<file path="src/rtl/adc_serial_reader.sv">
// ---------------------------------------------------------------------------
// adc_serial_reader
//
// Serial ADC front end for the door controller's GPIO peripheral. Runs one
// conversion on an ADC0831-style serial converter per start request. It
// drives chip select and a divided serial clock, shifts the result in MSB
// first, and presents it as a parallel word with a one-cycle valid strobe.
//
// Parameters:
//   HALF_PERIOD  clk cycles per sclk half period (>= 1)
//   DATA_BITS    number of result bits captured, MSB first
//   LEAD_BITS    leading sclk rising edges whose samples are discarded (>= 0)
//
// Ports:
//   clk    in   system clock, rising edge
//   reset  in   synchronous active-high reset
//   init   in   start-conversion request, level-sampled, honoured only when idle
//   sdata  in   serial data from the ADC
//   cs_n   out  ADC chip select, active low
//   sclk   out  serial clock to the ADC
//   data   out  last completed conversion result
//   valid  out  one-cycle strobe, data updated this cycle
//   busy   out  high while a conversion is in progress
// ---------------------------------------------------------------------------
module adc_serial_reader #(
  parameter int HALF_PERIOD = 50000,
  parameter int DATA_BITS   = 8,
  parameter int LEAD_BITS   = 1
) (
  input  logic                 clk,
  input  logic                 reset,
  input  logic                 init,
  input  logic                 sdata,
  output logic                 cs_n,
  output logic                 sclk,
  output logic [DATA_BITS-1:0] data,
  output logic                 valid,
  output logic                 busy
);

  // Total number of sclk rising edges in one conversion.
  localparam int N = LEAD_BITS + DATA_BITS;

  // The half-period counter only has to reach HALF_PERIOD-1. The bit counter
  // has to reach N. Both are kept at least one bit wide so that HALF_PERIOD=1
  // still elaborates cleanly.
  localparam int HW = (HALF_PERIOD > 1) ? $clog2(HALF_PERIOD) : 1;
  localparam int BW = (N > 0) ? $clog2(N + 1) : 1;

  localparam logic [HW-1:0] HALF_LAST = HW'(HALF_PERIOD - 1);
  localparam logic [BW-1:0] BITS_LAST = BW'(N);
  localparam logic [BW-1:0] LEAD_LAST = BW'(LEAD_BITS);

  typedef enum logic [1:0] {
    IDLE,
    SHIFT,
    DONE
  } state_t;

  state_t               state;
  logic [HW-1:0]        half_cnt;
  logic [BW-1:0]        bit_cnt;
  logic [DATA_BITS-1:0] shreg;
  logic                 half_tick;
  logic [BW-1:0]        bit_next;

  // half_tick marks the clk edge where sclk changes level. bit_next is the
  // index of the rising edge that is about to happen, numbered from 1.
  assign half_tick = (half_cnt == HALF_LAST);
  assign bit_next  = bit_cnt + BW'(1);

  // Single sequencer for the whole conversion. Every output is a register.
  //
  // The DONE cycle is handled exactly like IDLE. The result is already
  // published on the edge that enters DONE, so init can be honoured on the
  // very next edge. This is why held-high init gives back-to-back conversions
  // with cs_n high for only one cycle.
  //
  // In SHIFT, sdata is captured on the same edge that drives sclk high. The
  // first LEAD_BITS captures are thrown away. The rest enter at the LSB, so
  // the first kept bit ends up as the MSB. On the falling-edge time that
  // follows rising edge N, the shift register is published, and chip select
  // and busy are released in the same edge.
  always_ff @(posedge clk) begin
    if (reset) begin
      state    <= IDLE;
      half_cnt <= '0;
      bit_cnt  <= '0;
      shreg    <= '0;
      cs_n     <= 1'b1;
      sclk     <= 1'b0;
      data     <= '0;
      valid    <= 1'b0;
      busy     <= 1'b0;
    end else begin
      valid <= 1'b0;
      case (state)
        IDLE, DONE: begin
          sclk     <= 1'b0;
          half_cnt <= '0;
          bit_cnt  <= '0;
          if (init) begin
            state <= SHIFT;
            cs_n  <= 1'b0;
            busy  <= 1'b1;
            shreg <= '0;
          end else begin
            state <= IDLE;
            cs_n  <= 1'b1;
            busy  <= 1'b0;
          end
        end

        SHIFT: begin
          if (half_tick) begin
            half_cnt <= '0;
            if (!sclk) begin
              sclk    <= 1'b1;
              bit_cnt <= bit_next;
              if (bit_next > LEAD_LAST) begin
                shreg <= (shreg << 1) | DATA_BITS'(sdata);
              end
            end else if (bit_cnt == BITS_LAST) begin
              state <= DONE;
              sclk  <= 1'b0;
              cs_n  <= 1'b1;
              busy  <= 1'b0;
              valid <= 1'b1;
              data  <= shreg;
            end else begin
              sclk <= 1'b0;
            end
          end else begin
            half_cnt <= half_cnt + HW'(1);
          end
        end

        default: begin
          state <= IDLE;
        end
      endcase
    end
  end

endmodule

</file>
<file path="config.mk">
export PLATFORM = sky130hd
export DESIGN_NAME = adc_serial_reader
export DESIGN_NICKNAME = d
export VERILOG_FILES = /design/src/rtl/adc_serial_reader.sv
export SDC_FILE = /design/constraint.sdc
export NUM_CORES = 1
export LEC_CHECK = 0
export CORE_AREA = 2 2 71 73
export CTS_CLUSTER_DIAMETER = 120
export DETAILED_ROUTE_END_ITERATION = 12
export DIE_AREA = 0 0 73 75
export SYNTH_ARGS = -nofsm -noshare
export SYNTH_HDL_FRONTEND = slang
export SYNTH_SLANG_ARGS = --single-unit
export TNS_END_PERCENT = 100
</file>
<file path="constraint.sdc">
create_clock -name clk -period 2.4 [get_ports clk]
set_input_delay 0.48 -clock clk [delete_from_list [all_inputs] [get_ports clk]]
set_output_delay 0.48 -clock clk [all_outputs]
set_load 0.01 [all_outputs]
</file>
# Word-level counts from Yosys, hierarchy flattened
# Cells that the tools add are included.
totals:
  output_inout_bits: 12
  inputBits: 4
  ff_bits: 42
  elab_cells: 65
classes:
  n_reduce_logical: 10
  n_eq_ne: 10
  add_sub_neg: 2
  n_bitwise: 4
  magnitude_cmp: 1
  muxes: 29
op_table:
  columns: ["cell", "n"]
  rows:
  - ["8-bit two-way mux", 4]
  - ["16-bit one-hot mux with 2 select lines", 1]
  - ["16-bit by 1-bit adder with 16-bit output (second input constant)", 1]
  - ["16-bit == test (second input constant)", 1]
  - ["16-bit two-way mux", 1]
  - ["8-bit one-hot mux with 2 select lines", 1]
  - ["1-bit two-way mux", 12]
  - ["2-bit inequality test (second input constant)", 6]
  - ["4-bit two-way mux", 2]
  - ["8-bit by 1-bit bitwise OR with 8-bit output", 1]
  - ["4-bit one-hot mux with 2 select lines", 1]
  - ["4-bit AND reduction", 2]
  - ["2-bit two-way mux", 3]
  - ["1-bit one-hot mux with 2 select lines", 3]
  - ["3-bit AND reduction", 2]
  - ["5-bit AND reduction", 1]
  - ["4-bit by 1-bit adder with 4-bit output (second input constant)", 1]
  - ["4-bit == test (second input constant)", 1]
  - ["4-bit by 1-bit > comparator with 1-bit output (second input constant)", 1]
  - ["2-bit one-hot mux with 2 select lines", 1]
  - ["4-bit OR reduction", 1]
  - ["1-bit inverter", 3]
  - ["2-bit by 1-bit == test with 1-bit output (second input constant)", 1]
  - ["2-bit == test (second input constant)", 1]
  - ["other kinds (4)", 4]

# Logic depth before layout (Yosys ltp)
# Gate-level depths: netlist of run 1.
logic_depth:
  ltp_word: 6
  ltp_mapped: 8
  mapped_depth_nobuf: 7

# Worst setup path before layout of run 1
# Ideal clock, no wire load.
synth_timing:
  path_type: "register to register"
  from: "register half_cnt[4]"
  to: "register data[0]"
  setup_ns: 0.128
  required_ns: 2.272
  arrival_ns: 2.124
  path_buffers: 0
  path_stages_with_launch: 6
  slack_ns: 0.149
  period_less_slack_ns: 2.251
  path_cell_list: "dfxtp_1 or4b_4 or4_4 nor3_4 mux2i_1 nor2_1"
synth_between:
  elab_chain_len: 2
synth_lines:
  columns: ["element", "line", "rtl"]
  rows:
  - ["start: declaration", "61", "logic [HW-1:0] half_cnt;"]
  - ["start signal: assignment", "134", "half_cnt <= half_cnt + HW'(1);"]
  - ["16-bit == test", "69", "assign half_tick = (half_cnt == HALF_LAST);"]
  - ["4-bit AND reduction (no source line)", null, null]
  - ["end signal: assignment", "129", "data <= shreg;"]
  - ["end: declaration", "36", "output logic [DATA_BITS-1:0] data,"]
# No other way between the ends.
# A chain may end at the register's enable or synchronous reset.

# Worst setup path in the final report of run 1
layout_timing:
  from: "register half_cnt[4]"
  to: "register shreg[2]"
layout_between:
  elab_chain_len: 3
layout_lines:
  columns: ["element", "line", "rtl"]
  rows:
  - ["16-bit == test", "69", null]
  - ["2-bit inequality test (no source line)", null, null]
  - ["5-bit AND reduction (no source line)", null, null]
  - ["end signal: assignment", "121", "shreg <= (shreg << 1) | DATA_BITS'(sdata);"]
  - ["end: declaration", "63", "logic [DATA_BITS-1:0] shreg;"]
# No other way between the ends.

==> flow_metrics.py, run 1 <==
metrics = {
    "outcome": {
        "status": "complete, no violations",
    },
    "floorplan": {
        "initial_core_util": 0.394,
        "core_area_mm2": 0.00466,
        "rows": 25,
        "die_h_um": 75,
        "die_w_um": 73,
        "die_area_mm2": 0.00548,
        "io_pins": 16,
    },
    "drt": {
        "dr.pass1.iters": 4,
        "wl_met3_um": 147,
        "ant_nets": 0,
        "drcViolationCount": 0,
        "drt_iter0_drc": 116,
        "vias": 1512,
        "routedWlPerCell_um": 13.1,
        "routed.top_layer": "met4",
        "route.met2.wl_mm": 1.68,
        "wl_met1_mm": 1.81,
        "routed_wl_mm": 3.68,
        "vias_per_cell": 5.38,
    },
    "cts": {
        "htree_levels": 2,
        "clock_path_buffers": 2,
        "numClockSinks": 42,
        "tritoncts": "built",
        "cts_buffers": 5,
        "cts_root_buffer": "clkbuf_8",
        "post_cts_buffers": 0,
        "clock_latency_ns": 0.29,
        "path_clk_slew_ns": 0.09,
    },
    "sta": {
        "hold_violations": 0,
        "tightest_slew_ns": 0.582,
        "finalSetupViolations": 0,
        "finClkSkew_ns": 0.00412,
        "min_period_ns": 2.27,
        "fin_crit_sh": 0.946,
        "slew_viol_final": 0,
        "final.setup.tns_ns": 0,
        "relSlewSlack": 0.611,
        "fmax_mhz": 441,
    },
    "final_layout": {
        "final_cells": 281,
        "fin_nets": 234,
        "drive_gt1_frac": 0.141,
        "mostFrequentLayoutCells": "dfxtp_1, nor2_1, clkdlybuf4s50_1",
        "antenna_cells": 0,
        "mostFrequentLayoutCell": "dfxtp_1",
        "area_growth_pct": 20.6,
    },
    "setup_path": {
        "crit_start": "half_cnt[4]$_SDFFE_PP0P_",
        "cp-start-kind": "register",
        "end_kind": "register",
        "crit_arrival_ns": 2.46,
        "critical_path_required_ns": 2.59,
        "path_max_fanout": 8,
        "r2r-start": "half_cnt[4]$_SDFFE_PP0P_",
        "path_class": "reg2reg",
    },
    "placed_design": {
        "gp_congestion": 0.836,
        "dp_cells": 273,
        "numPortBuffers": 15,
        "dp_hpwl_mm": 2.63,
    },
    "global_routing": {
        "grt.overflow.total": 0,
        "grt_pass1_vias": 1391,
        "grt_start_max_net_pins": 16,
        "antenna_found_initial": 0,
        "grt_usage": 0.148,
        "grt_pass1_wl_mm": 6.28,
    },
    "min_path": {
        "min_from": "busy$_SDFFE_PP0P_",
        "hold_class": "reg2reg",
    },
    "synth": {
        "ys_seq_elements": 42,
        "syn_area_per_cell_um2": 9.13,
        "yosysWarnings": 0,
        "async_flop_share": 0,
        "syn_area_mm2": 0.00183,
        "netlist.area_leader.share": 0.458,
        "synthFlopType": "dfxtp_1",
        "synth_top_family_by_area": "simple AND/OR/NAND/NOR gates",
        "postSynthCellCount": 201,
        "synthAdderAreaFrac": 0.0273,
        "synth-xor-area-share": 0.0334,
        "syn_nets": 209,
        "synth_compound_area_frac": 0.150,
        "synthSimpleGateAreaFrac": 0.258,
        "yosysUniqueCellTypes": 36,
        "synth_edf_count": 0,
        "synth.largest_area_cell": "dfxtp_1",
        "ys_seq_area_frac": 0.458,
        "netlist_top_cells_area": "dfxtp_1, nor2_1, mux2i_1",
        "synthMuxAreaShare": 0.0498,
    },
    "power_and_ir_drop": {
        "comb_power_share": 0.045,
        "max-vdd-ir-drop_uv": 342,
        "pwr-share-clk": 0.384,
        "switchingPower_uw": 301,
        "power.density_mw_per_mm2": 559,
        "leakagePower_nw": 0.805,
        "seq_power_share": 0.571,
        "sw_frac_of_total": 0.243,
        "p_int_uw": 936,
    },
    "run": {
        "cap_violations": 0,
    },
}
==> cell type report <==
class,instances,area (um^2)
Fill cell,465,2450
Multi-Input combinational cell,148,961
Sequential cell,42,841
Timing Repair Buffer,24,230
Clock buffer,5,68.8
Tap cell,54,67.6
Clock inverter,3,25.0
Inverter,5,18.8
==> registers in the layout, indices dropped and copies added (netlist names) <==
name,count
half_cnt,16
bit_cnt,4
shreg,8
cs_n,1
valid,1
sclk,1
data,8
busy,1
state,2
==> through the flow <==
stage / instance area, um^2 / util / total power [mW] / hold slack, ns / worst slack [ns]
6_report: 2210 / 0.475 / 1.24 / 0.480 / 0.130
5_1_grt: 2210 / 0.475 / 1.29 / 0.503 / -0.00124
4_1_cts: 2200 / 0.472 / 1.25 / 0.484 / 0.0859
3_5_place_dp: 2110 / 0.452 / 0.777 / 0.465 / 0.105
3_3_place_gp: 2110 / 0.452 / 0.777 / 0.467 / 0.146
2_1_floorplan: 1830 / - / 0.754 / 0.442 / 0.149
==> cell families (layout without fill, tap and decap cells) <==
group                      count (synthesis)  count (layout)
muxes                                      9               9
and+or+nand+nor                           87              87
adders and majority gates                  4               4
buffers and inverters                     11              37
DFF                                       42              42
AOI/OAI and AO/OA                         41              41
xor gates and xnor gates                   7               7
==> path summary, 6_finish.rpt <==
check	depth (start not counted)	to	slack [ns]
setup / recovery	5	shreg[2]$_SDFFE_PP0P_	0.13
hold / removal	2	busy$_SDFFE_PP0P_	0.48
setup reg to reg	5	shreg[2]$_SDFFE_PP0P_	0.13
hold reg to reg	2	busy$_SDFFE_PP0P_	0.48
==> power groups by stage <==
stage | Sequential [mW] | Combinational, mW | Clock, mW
3_3_place_gp | 0.723 | 0.0542 | 0
5_1_grt | 0.708 | 0.0630 | 0.521
6_report | 0.706 | 0.0560 | 0.474
4_1_cts | 0.707 | 0.0541 | 0.493
2_1_floorplan | 0.723 | 0.0314 | 0
3_5_place_dp | 0.723 | 0.0540 | 0
==> worst max-delay path, cell delays in order (launching register included) <==
cell	delay [ns]
dfxtp_1	0.35
or4b_4	0.57
or4_1	0.62
o31ai_2	0.26
a21oi_2	0.16
a22o_1	0.20
==> metal layers <==
layer	GRT usage	up-vias
li1	-	777
met1	0.194	704
met2	0.235	25
met3	0.0428	6
met4	0.0494	0
met5	0	-
==> synthesized netlist by cell type (2+ instances only) <==
master and n:
a31oi_1 7, mux2i_1 8, nand2_1 14, o31ai_1 4, nor3_1 4, a21o_1 3, nand3_1 10, clkbuf_1 5
inv_1 5, a22o_1 9, a21oi_1 8, ha_1 4, nand2b_1 4, nor3b_1 2, xor2_1 6, nand4b_1 3
nand4_1 4, and3_1 3, dfxtp_1 42, or3_1 3, nor2_1 26, o21ai_0 8, or4b_4 2, or2_2 5
==> repair_timing <==
item,in CTS,in global routing
hold buffers,0,0
gates resized for setup,0,3
endpoints found under the setup margin,0,8
(Power assumes the default switching activity.)
==> inputs of run 2 (changes only) <==
--- a/config.mk
+++ b/config.mk
@@ -9,6 +9,7 @@
 export CTS_CLUSTER_DIAMETER = 120
 export DETAILED_ROUTE_END_ITERATION = 12
 export DIE_AREA = 0 0 73 75
+export SLEW_MARGIN = 20
 export SYNTH_ARGS = -nofsm -noshare
 export SYNTH_HDL_FRONTEND = slang
 export SYNTH_SLANG_ARGS = --single-unit
==> results of run 2 <==
Final layout, timing and power as in run 1 (identical DEF).
==> inputs of run 3 (changes only) <==
--- a/config.mk
+++ b/config.mk
@@ -9,7 +9,7 @@
 export CTS_CLUSTER_DIAMETER = 120
 export DETAILED_ROUTE_END_ITERATION = 12
 export DIE_AREA = 0 0 73 75
-export SLEW_MARGIN = 20
+export SLEW_MARGIN = 5
 export SYNTH_ARGS = -nofsm -noshare
 export SYNTH_HDL_FRONTEND = slang
 export SYNTH_SLANG_ARGS = --single-unit
==> results of run 3 <==
Final layout, timing and power as in run 1 (identical DEF).
